--- src/rtl/pwm_tone_bank.sv ---
// pwm_tone_bank: eight square-wave voices driven from a shared prescaler tick.
// The voices are mixed into a 6-bit sample, and a 63-step PWM carrier turns
// that sample into a 1-bit audio stream.
// Optional feature: define PWM_TONE_SHADOW_EN to give each voice shadow copies
// of its volume and half-period. Writes then take effect only at the next wrap.
module pwm_tone_bank #(
    parameter int CLK_DIV = 16
) (
    input  logic        clk,
    input  logic        rst,
    input  logic [15:0] pwm_reg0,
    input  logic [15:0] pwm_reg1,
    input  logic [15:0] pwm_reg2,
    input  logic [15:0] pwm_reg3,
    input  logic [15:0] pwm_reg4,
    input  logic [15:0] pwm_reg5,
    input  logic [15:0] pwm_reg6,
    input  logic [15:0] pwm_reg7,
    output logic [7:0]  tone_out,
    output logic [5:0]  sample,
    output logic        sample_strobe,
    output logic        audio_out
);
    localparam int               PRE_W    = $clog2(CLK_DIV);
    localparam logic [PRE_W-1:0] PRE_LAST = PRE_W'(CLK_DIV - 1);
    localparam logic [5:0]       CAR_LAST = 6'd62;

    logic [15:0] reg_a [8];
    assign reg_a[0] = pwm_reg0;
    assign reg_a[1] = pwm_reg1;
    assign reg_a[2] = pwm_reg2;
    assign reg_a[3] = pwm_reg3;
    assign reg_a[4] = pwm_reg4;
    assign reg_a[5] = pwm_reg5;
    assign reg_a[6] = pwm_reg6;
    assign reg_a[7] = pwm_reg7;

    logic [PRE_W-1:0] pre_q, pre_d;
    logic             tick;
    logic [11:0]      cnt_q [8];
    logic [11:0]      cnt_d [8];
    logic [7:0]       sq_q, sq_d;
    logic [7:0]       active;
    logic [11:0]      p_eff [8];
    logic [2:0]       vol_eff [8];
    logic [5:0]       sample_q, sample_d;
    logic [5:0]       car_q, car_d;
    logic [5:0]       duty_q, duty_d;
    logic             strobe_q, strobe_d;
    logic             audio_q, audio_d;

`ifdef PWM_TONE_SHADOW_EN
    logic [11:0] p_sh_q [8];
    logic [11:0] p_sh_d [8];
    logic [2:0]  vol_sh_q [8];
    logic [2:0]  vol_sh_d [8];
`endif

    // Prescaler: free-running count with a one-cycle tick on its last state.
    always_comb begin
        tick  = (pre_q == PRE_LAST);
        pre_d = tick ? '0 : pre_q + PRE_W'(1);
    end

    // Select the volume and half-period each voice acts on, and decide whether the voice is running.
    always_comb begin
        for (int n = 0; n < 8; n++) begin
`ifdef PWM_TONE_SHADOW_EN
            p_eff[n]   = p_sh_q[n];
            vol_eff[n] = vol_sh_q[n];
`else
            p_eff[n]   = reg_a[n][11:0];
            vol_eff[n] = reg_a[n][14:12];
`endif
            active[n] = reg_a[n][15] && (p_eff[n] != 12'd0);
        end
    end

    // Voice dividers. An idle voice is forced to zero. The >= compare makes a
    // shortened period wrap on the next tick.
    always_comb begin
        logic wrap;
        // NOTE: every combinational output gets a default before any branch;
        // a path that leaves one unassigned would infer a latch.
        wrap = 1'b0;
        sq_d = sq_q;
        for (int n = 0; n < 8; n++) begin
            wrap     = 1'b0;
            cnt_d[n] = cnt_q[n];
`ifdef PWM_TONE_SHADOW_EN
            p_sh_d[n]   = p_sh_q[n];
            vol_sh_d[n] = vol_sh_q[n];
`endif
            if (!active[n]) begin
                cnt_d[n] = '0;
                sq_d[n]  = 1'b0;
            end else if (tick) begin
                if (cnt_q[n] >= p_eff[n] - 12'd1) begin
                    wrap     = 1'b1;
                    cnt_d[n] = '0;
                    sq_d[n]  = ~sq_q[n];
                end else begin
                    cnt_d[n] = cnt_q[n] + 12'd1;
                end
            end
`ifdef PWM_TONE_SHADOW_EN
            if (!active[n] || wrap) begin
                p_sh_d[n]   = reg_a[n][11:0];
                vol_sh_d[n] = reg_a[n][14:12];
            end
`endif
        end
    end

    // Mixer: sum the volumes of the voices whose square wave is currently high.
    always_comb begin
        sample_d = '0;
        for (int n = 0; n < 8; n++) begin
            if (sq_q[n]) begin
                sample_d = sample_d + {3'b000, vol_eff[n]};
            end
        end
    end

    // Carrier: a 63-state counter that latches the duty cycle on each restart.
    always_comb begin
        car_d    = (car_q == CAR_LAST) ? 6'd0 : car_q + 6'd1;
        duty_d   = (car_q == 6'd0) ? sample_q : duty_q;
        strobe_d = (car_q == 6'd0);
        audio_d  = (car_q < duty_q);
    end

    // State registers with synchronous reset.
    always_ff @(posedge clk) begin
        // NOTE: sequential state uses non-blocking assignments only, so every
        // register samples values from before the edge.
        if (rst) begin
            pre_q <= '0;
            // NOTE: the per-voice counters are a small register array, not a
            // RAM, so they are cleared element by element on reset.
            for (int n = 0; n < 8; n++) begin
                cnt_q[n] <= '0;
            end
            sq_q     <= '0;
            sample_q <= '0;
            car_q    <= '0;
            duty_q   <= '0;
            strobe_q <= 1'b0;
            audio_q  <= 1'b0;
        end else begin
            pre_q <= pre_d;
            for (int n = 0; n < 8; n++) begin
                cnt_q[n] <= cnt_d[n];
            end
            sq_q     <= sq_d;
            sample_q <= sample_d;
            car_q    <= car_d;
            duty_q   <= duty_d;
            strobe_q <= strobe_d;
            audio_q  <= audio_d;
        end
    end

`ifdef PWM_TONE_SHADOW_EN
    // Shadow volume and half-period per voice. They are cleared on reset and reload while the voice is idle.
    always_ff @(posedge clk) begin
        for (int n = 0; n < 8; n++) begin
            if (rst) begin
                p_sh_q[n]   <= '0;
                vol_sh_q[n] <= '0;
            end else begin
                p_sh_q[n]   <= p_sh_d[n];
                vol_sh_q[n] <= vol_sh_d[n];
            end
        end
    end
`endif

    assign tone_out      = sq_q;
    assign sample        = sample_q;
    assign sample_strobe = strobe_q;
    assign audio_out     = audio_q;

endmodule

--- config.mk ---
export PLATFORM = sky130hd
export DESIGN_NAME = pwm_tone_bank
export DESIGN_NICKNAME = d
export VERILOG_FILES = /design/src/rtl/pwm_tone_bank.sv
export SDC_FILE = /design/constraint.sdc
export NUM_CORES = 1
export LEC_CHECK = 0
export ABC_CLOCK_PERIOD_IN_PS = 8100
export CORE_UTILIZATION = 25
export CTS_CLUSTER_DIAMETER = 50
export DETAILED_ROUTE_END_ITERATION = 12
export GPL_ROUTABILITY_DRIVEN = 0
export GPL_TIMING_DRIVEN = 0
export SLEW_MARGIN = 25
export SYNTH_ARGS = -nofsm -noshare
export SYNTH_HDL_FRONTEND = slang
export SYNTH_SLANG_ARGS = --single-unit
--- constraint.sdc ---
create_clock -name clk -period 8.1 [get_ports clk]
set_clock_uncertainty 0.2 [all_clocks]
set_input_delay 1.62 -clock clk [delete_from_list [all_inputs] [get_ports clk]]
set_output_delay 1.62 -clock clk [all_outputs]
set_load 0.03 [all_outputs]
Word-level counts from Yosys, hierarchy flattened --
Memory sizes are Yosys's and may differ from the RTL's. Cells that the tools add are included. Widths: inputs -> output; s select.
Operators by class: add/subtract/negate cells 25, order comparisons 9, equal/unequal tests 2, mux-type cells 43, bitwise logic cells 24, reductions and logical operators 35
Operators by type and width (number):
- $mux 12 | 32
- $add 12x1->12 const B | 8
- $ge 12x12->1 | 8
- $reduce_bool 12->1 | 8
- $sub 12x1->12 const B | 8
- $add 6x3->6 | 7
- $mux 6 | 7
- $reduce_or 2->1 | 10
- $not 1->1 | 16
- $reduce_and 2->1 | 8
- $logic_and 1x1->1 | 8
- $or 1x1->1 | 8
- $add 6x1->6 const B | 1
- $eq 6x6->1 const B | 1
- $logic_not 6->1 | 1
- $lt 6x6->1 | 1
- $add 4x1->4 const B | 1
- $eq 4x4->1 const B | 1
- $mux 1 | 3
- $mux 3 | 1
Word-level totals: flip-flop bits (word level) 32, RAM bits 96, input bits 130, word-level logic and storage cells 153, memories kept 1
Memories:
- cnt_q | depth 8, bits a word 12, read ports 8, clocked after Yosys merged registers in 0, write ports 8, line 40 | logic [11:0] cnt_q [8];

Logic depth before layout (Yosys ltp) --
word-level depth 15, mapped depth 35, mapped depth without buffers 35

Worst setup path after synthesis --
Ideal clock, no wire load.
path type input to register, start point input port pwm_reg0[12], end point register sample_q[4], in the netlist sample[4], data arrival time 7351 ps, required time 7829 ps, setup slack 478 ps, stages on the path 27, buffers on the path 0, cells stage by stage and2_4 ha_1 ha_1 nand2_1 o21ai_1 inv_1 fa_1 nand2_1 o21ai_1 fa_1 mux2i_1 fa_1 mux2i_1 fa_1 mux2i_1 inv_1 fa_1 nor2b_1 o21ai_0 o21a_1 ha_1 a21o_1 nand2_1 mux2i_1 and2_1 or3_1 a21oi_1
On the way: word-level cells in the longest chain between the ends 15
RTL lines:
- from (decl) | line 11 | input logic [15:0] pwm_reg0,
- $mux 3 (*) | line 119 | if (sq_q[n]) begin
- $add 6x3->6 | line 120 | sample_d = sample_d + {3'b000, vol_eff[n]};
- $mux 6 (*) | line 119
- $add 6x3->6 | line 120
- $mux 6 (*) | line 119
- $add 6x3->6 | line 120
- $mux 6 (*) | line 119
- $add 6x3->6 | line 120
- $mux 6 (*) | line 119
- $add 6x3->6 | line 120
- $mux 6 (*) | line 119
- $add 6x3->6 | line 120
- $mux 6 (*) | line 119
- $add 6x3->6 | line 120
- $mux 6 (*) | line 119
- to (signal assigned) | line 156 | sample_q <= sample_d;
- to (decl) | line 46 | logic [5:0] sample_q, sample_d;
Every way passes the cells marked *; elsewhere a longest branch is shown, timed or not. A chain may end at the register's enable or synchronous reset.

Final worst setup path --
start point input port pwm_reg0[13], end point register sample_q[4], in the netlist sample[4]
Same word-level chain as after synthesis.

==> summary.md <==
| Metric | Value |
|---|---|
| FMAX | `127 MHz` |
| Final Cycle Share | `97.0%` |
| Layout Cells excl Fill | `1955` |
| Worst-Margin Slew | `924 ps` |
| Startpoint Class | `primary input` |
| Synth top area share | `24.7%` |
| Largest net degree at the start of global routing | `17` |
| Clock Root Buffer | `clkbuf_16` |
| Top-count cell post-synth | `ha_1` |
| Worst setup path class | `primary input to flip-flop` |
| Pre-Repair DR Iteration Count | `5` |
| H-Tree Depth | `4` |
| Seq/Total Area, Yosys | `24.7%` |
| Leak Pwr | `5.13 nW` |
| Final setup fails | `0` |
| Post-synth EDFFs | `0` |
| Insertion delay to the later sink of the worst-skew pair | `420 ps` |
| Maximum VDD drop | `0.000122 V` |
| Die Ht | `206 µm` |
| Placed Cells | `1916` |
| Die area | `42400 µm²` |
| Row cnt | `74` |
| Synth area leaders | `dfxtp_1, ha_1, xnor2_1` |
| Hold crit path type | `flip-flop to flip-flop` |
| IO Count | `146` |
| Leading area contributor after synthesis | `dfxtp_1` |
| Yosys Warn Count | `0` |
| Post-DRT Antenna Nets | `0` |
| Cell area power density | `125 nW/µm²` |
| Layout cell share with drive strength beyond 1 | `5.14%` |
| Vias per inst | `4.74` |
| Fin crit period | `7860 ps` |
| Die width | `206 µm` |
| Global-route wire length before repair | `45000 µm` |
| Cells after synthesis | `1240` |
| Post-synth top cells | `ha_1, dfxtp_1, nand2_1, nor3_1, nor2_1` |
| CTS tree | `done` |
| DR WL/cell | `14.5 µm` |
| Starting Density | `25.4%` |
| Slew HR | `38.4%` |
| Port Buffers | `144` |
| WL final | `28400 µm` |
| Num CTS Buffers | `17` |
| Setup tns final | `0 ps` |
| Initial DRC Count | `326` |
| Syn nets | `1519` |
| Core ar. | `40900 µm²` |
| Fin. max-slew vios | `0` |
| Sink Count | `128` |
| Post-DP HPWL | `22700 µm` |
| Synth cell types | `55` |
| Synth Cell Area | `10400 µm²` |
| Area grow syn2layout | `27.4%` |
| Vias in the first global route | `9057` |
| Syn Area/Cell | `8.38 µm²` |
| CTS Hold Bufs | `0` |
| Global route overflow | `0` |
| CP Capture Type | `flip-flop` |
| Max-Cap Viols | `0` |
| Nets | `1688` |
| Clock-pin slew on the worst setup and hold paths | `60 ps` |
| Worst Path Required | `8240 ps` |
| Clock buffer depth | `2` |
| DRC viols | `0` |
| Ys async rst share | `0%` |
| Status | `completed` |
| GRT Overall Usage | `13.5%` |
| Worst hold slack | `289 ps` |
| Yosys reg bits | `128` |
| Max FO, Critical Path | `4` |
| Worst Path Arrival | `8000 ps` |
| Via count | `9271` |
| Number of antenna violations at the first check in global routing | `5` |
| Layout Utilization | `32.4%` |
| Hold Vio Cnt, Final | `0` |
| Top FF cell, synth | `dfxtp_1` |
## layer usage
metal / vias to the layer above / wire, µm / track usage (%)
met5: - / 37 / 0
met1: 4294 / 13400 / 16.9
met3: 26 / 1380 / 3.33
met2: 154 / 13000 / 22.9
li1: 4791 / - / -
met4: 6 / 464 / 3.57
## metrics by stage
step	area (µm²)	total power [W]	worst slack, ps
global placement	12500	0.000858	-503
finish	13200	0.00165	241
floorplan	10400	0.000751	478
detailed placement	12500	0.000862	-638
global route	13200	0.00172	-15.9
CTS	13100	0.00168	5.35
## sequential cells by signal (all words and copies together), names as in the netlist
register	flops
cnt_q	96
tone_out	8
car_q	6
duty_q	6
sample	6
pre_q	4
audio_out	1
sample_strobe	1
## power breakdown
part | total, W | internal (W) | switching [W]
logic | 0.000211 | 0.000115 | 0.0000961
registers | 0.000637 | 0.000633 | 0.00000334
clock network | 0.000803 | 0.000507 | 0.000296
total | 0.00165 | 0.00126 | 0.000395
## path summary, 6_finish.rpt
path                            start                   end  slack, ps  cells past startpoint
min reg2reg       pre_q[0]$_SDFF_PP0_   pre_q[0]$_SDFF_PP0_        290                      1
max                      pwm_reg0[13]  sample[4]$_SDFF_PP0_        240                     28
min               pre_q[0]$_SDFF_PP0_   pre_q[0]$_SDFF_PP0_        290                      1
max reg2reg  tone_out[0]$_SDFFE_PP0P_  sample[4]$_SDFF_PP0_       1420                     26
## what timing repair did
item                       4_1_cts  5_1_grt
pin swaps                        0        5
setup buffers                    0        6
resized for setup                5        9
setup endpoints to repair        2        4
## placed cells by master, fill, tap and decap left out, types with 7 or more instances in the layout
| cell | instances |
|---|---|
| clkdlybuf4s50_1 | 144 |
| ha_1 | 141 |
| dfxtp_1 | 128 |
| nand2_1 | 108 |
| nor3_1 | 104 |
| nor2_1 | 89 |
| xor2_1 | 88 |
| xnor2_1 | 87 |
| inv_1 | 59 |
| a21oi_1 | 41 |
| a21o_1 | 37 |
| nand3_1 | 36 |
| o211ai_1 | 30 |
| nand4_1 | 26 |
| clkbuf_1 | 24 |
| nor4_1 | 23 |
| o21a_1 | 20 |
| clkbuf_16 | 17 |
| nand2b_1 | 16 |
| a211oi_1 | 15 |
| o21ai_0 | 14 |
| nor2b_1 | 14 |
| or3_1 | 13 |
| mux2i_1 | 12 |
| and3_1 | 9 |
| o21ai_1 | 8 |
| a31oi_1 | 7 |
| or4_1 | 7 |
## area by class of cell
| type | count | area [µm²] |
|---|---|---|
| repair buffers | 150 | 1490 |
| inverters | 60 | 239 |
| clock buffers | 22 | 474 |
| plain buffers | 30 | 156 |
| multi-input cells | 1022 | 7530 |
| diodes | 2 | 5.00 |
| clock inverters | 9 | 133 |
| fillers | 4335 | 27700 |
| well taps | 532 | 666 |
| flip-flops and latches | 128 | 2560 |
## cells by family after synthesis
logic type / after synthesis / share of synthesized area, %
adders and majority gates: 149 / 18.4
muxes: 28 / 3.07
DFF: 128 / 24.7
xor gates and xnor gates: 177 / 15.0
and+or+nand+nor: 477 / 22.7
buffers and inverters: 90 / 3.79
AOI/OAI and AO/OA: 191 / 12.4
## worst max-delay path: stages
cell	delay [ps]
clkdlybuf4s50_1	540
nand2_2	100
xnor2_1	150
ha_1	280
nand2_1	70
o21ai_2	120
inv_1	80
fa_1	500
nand2_1	60
o21ai_2	110
fa_1	500
mux2i_4	210
fa_1	490
mux2i_4	210
fa_1	460
mux2i_2	250
inv_1	90
fa_1	410
nor2b_1	220
o21ai_2	90
o21a_1	110
ha_1	320
a21o_1	200
nand2_1	100
mux2i_1	70
and2_1	190
or3_1	340
a21oi_1	130
(Power assumes the default switching activity.)
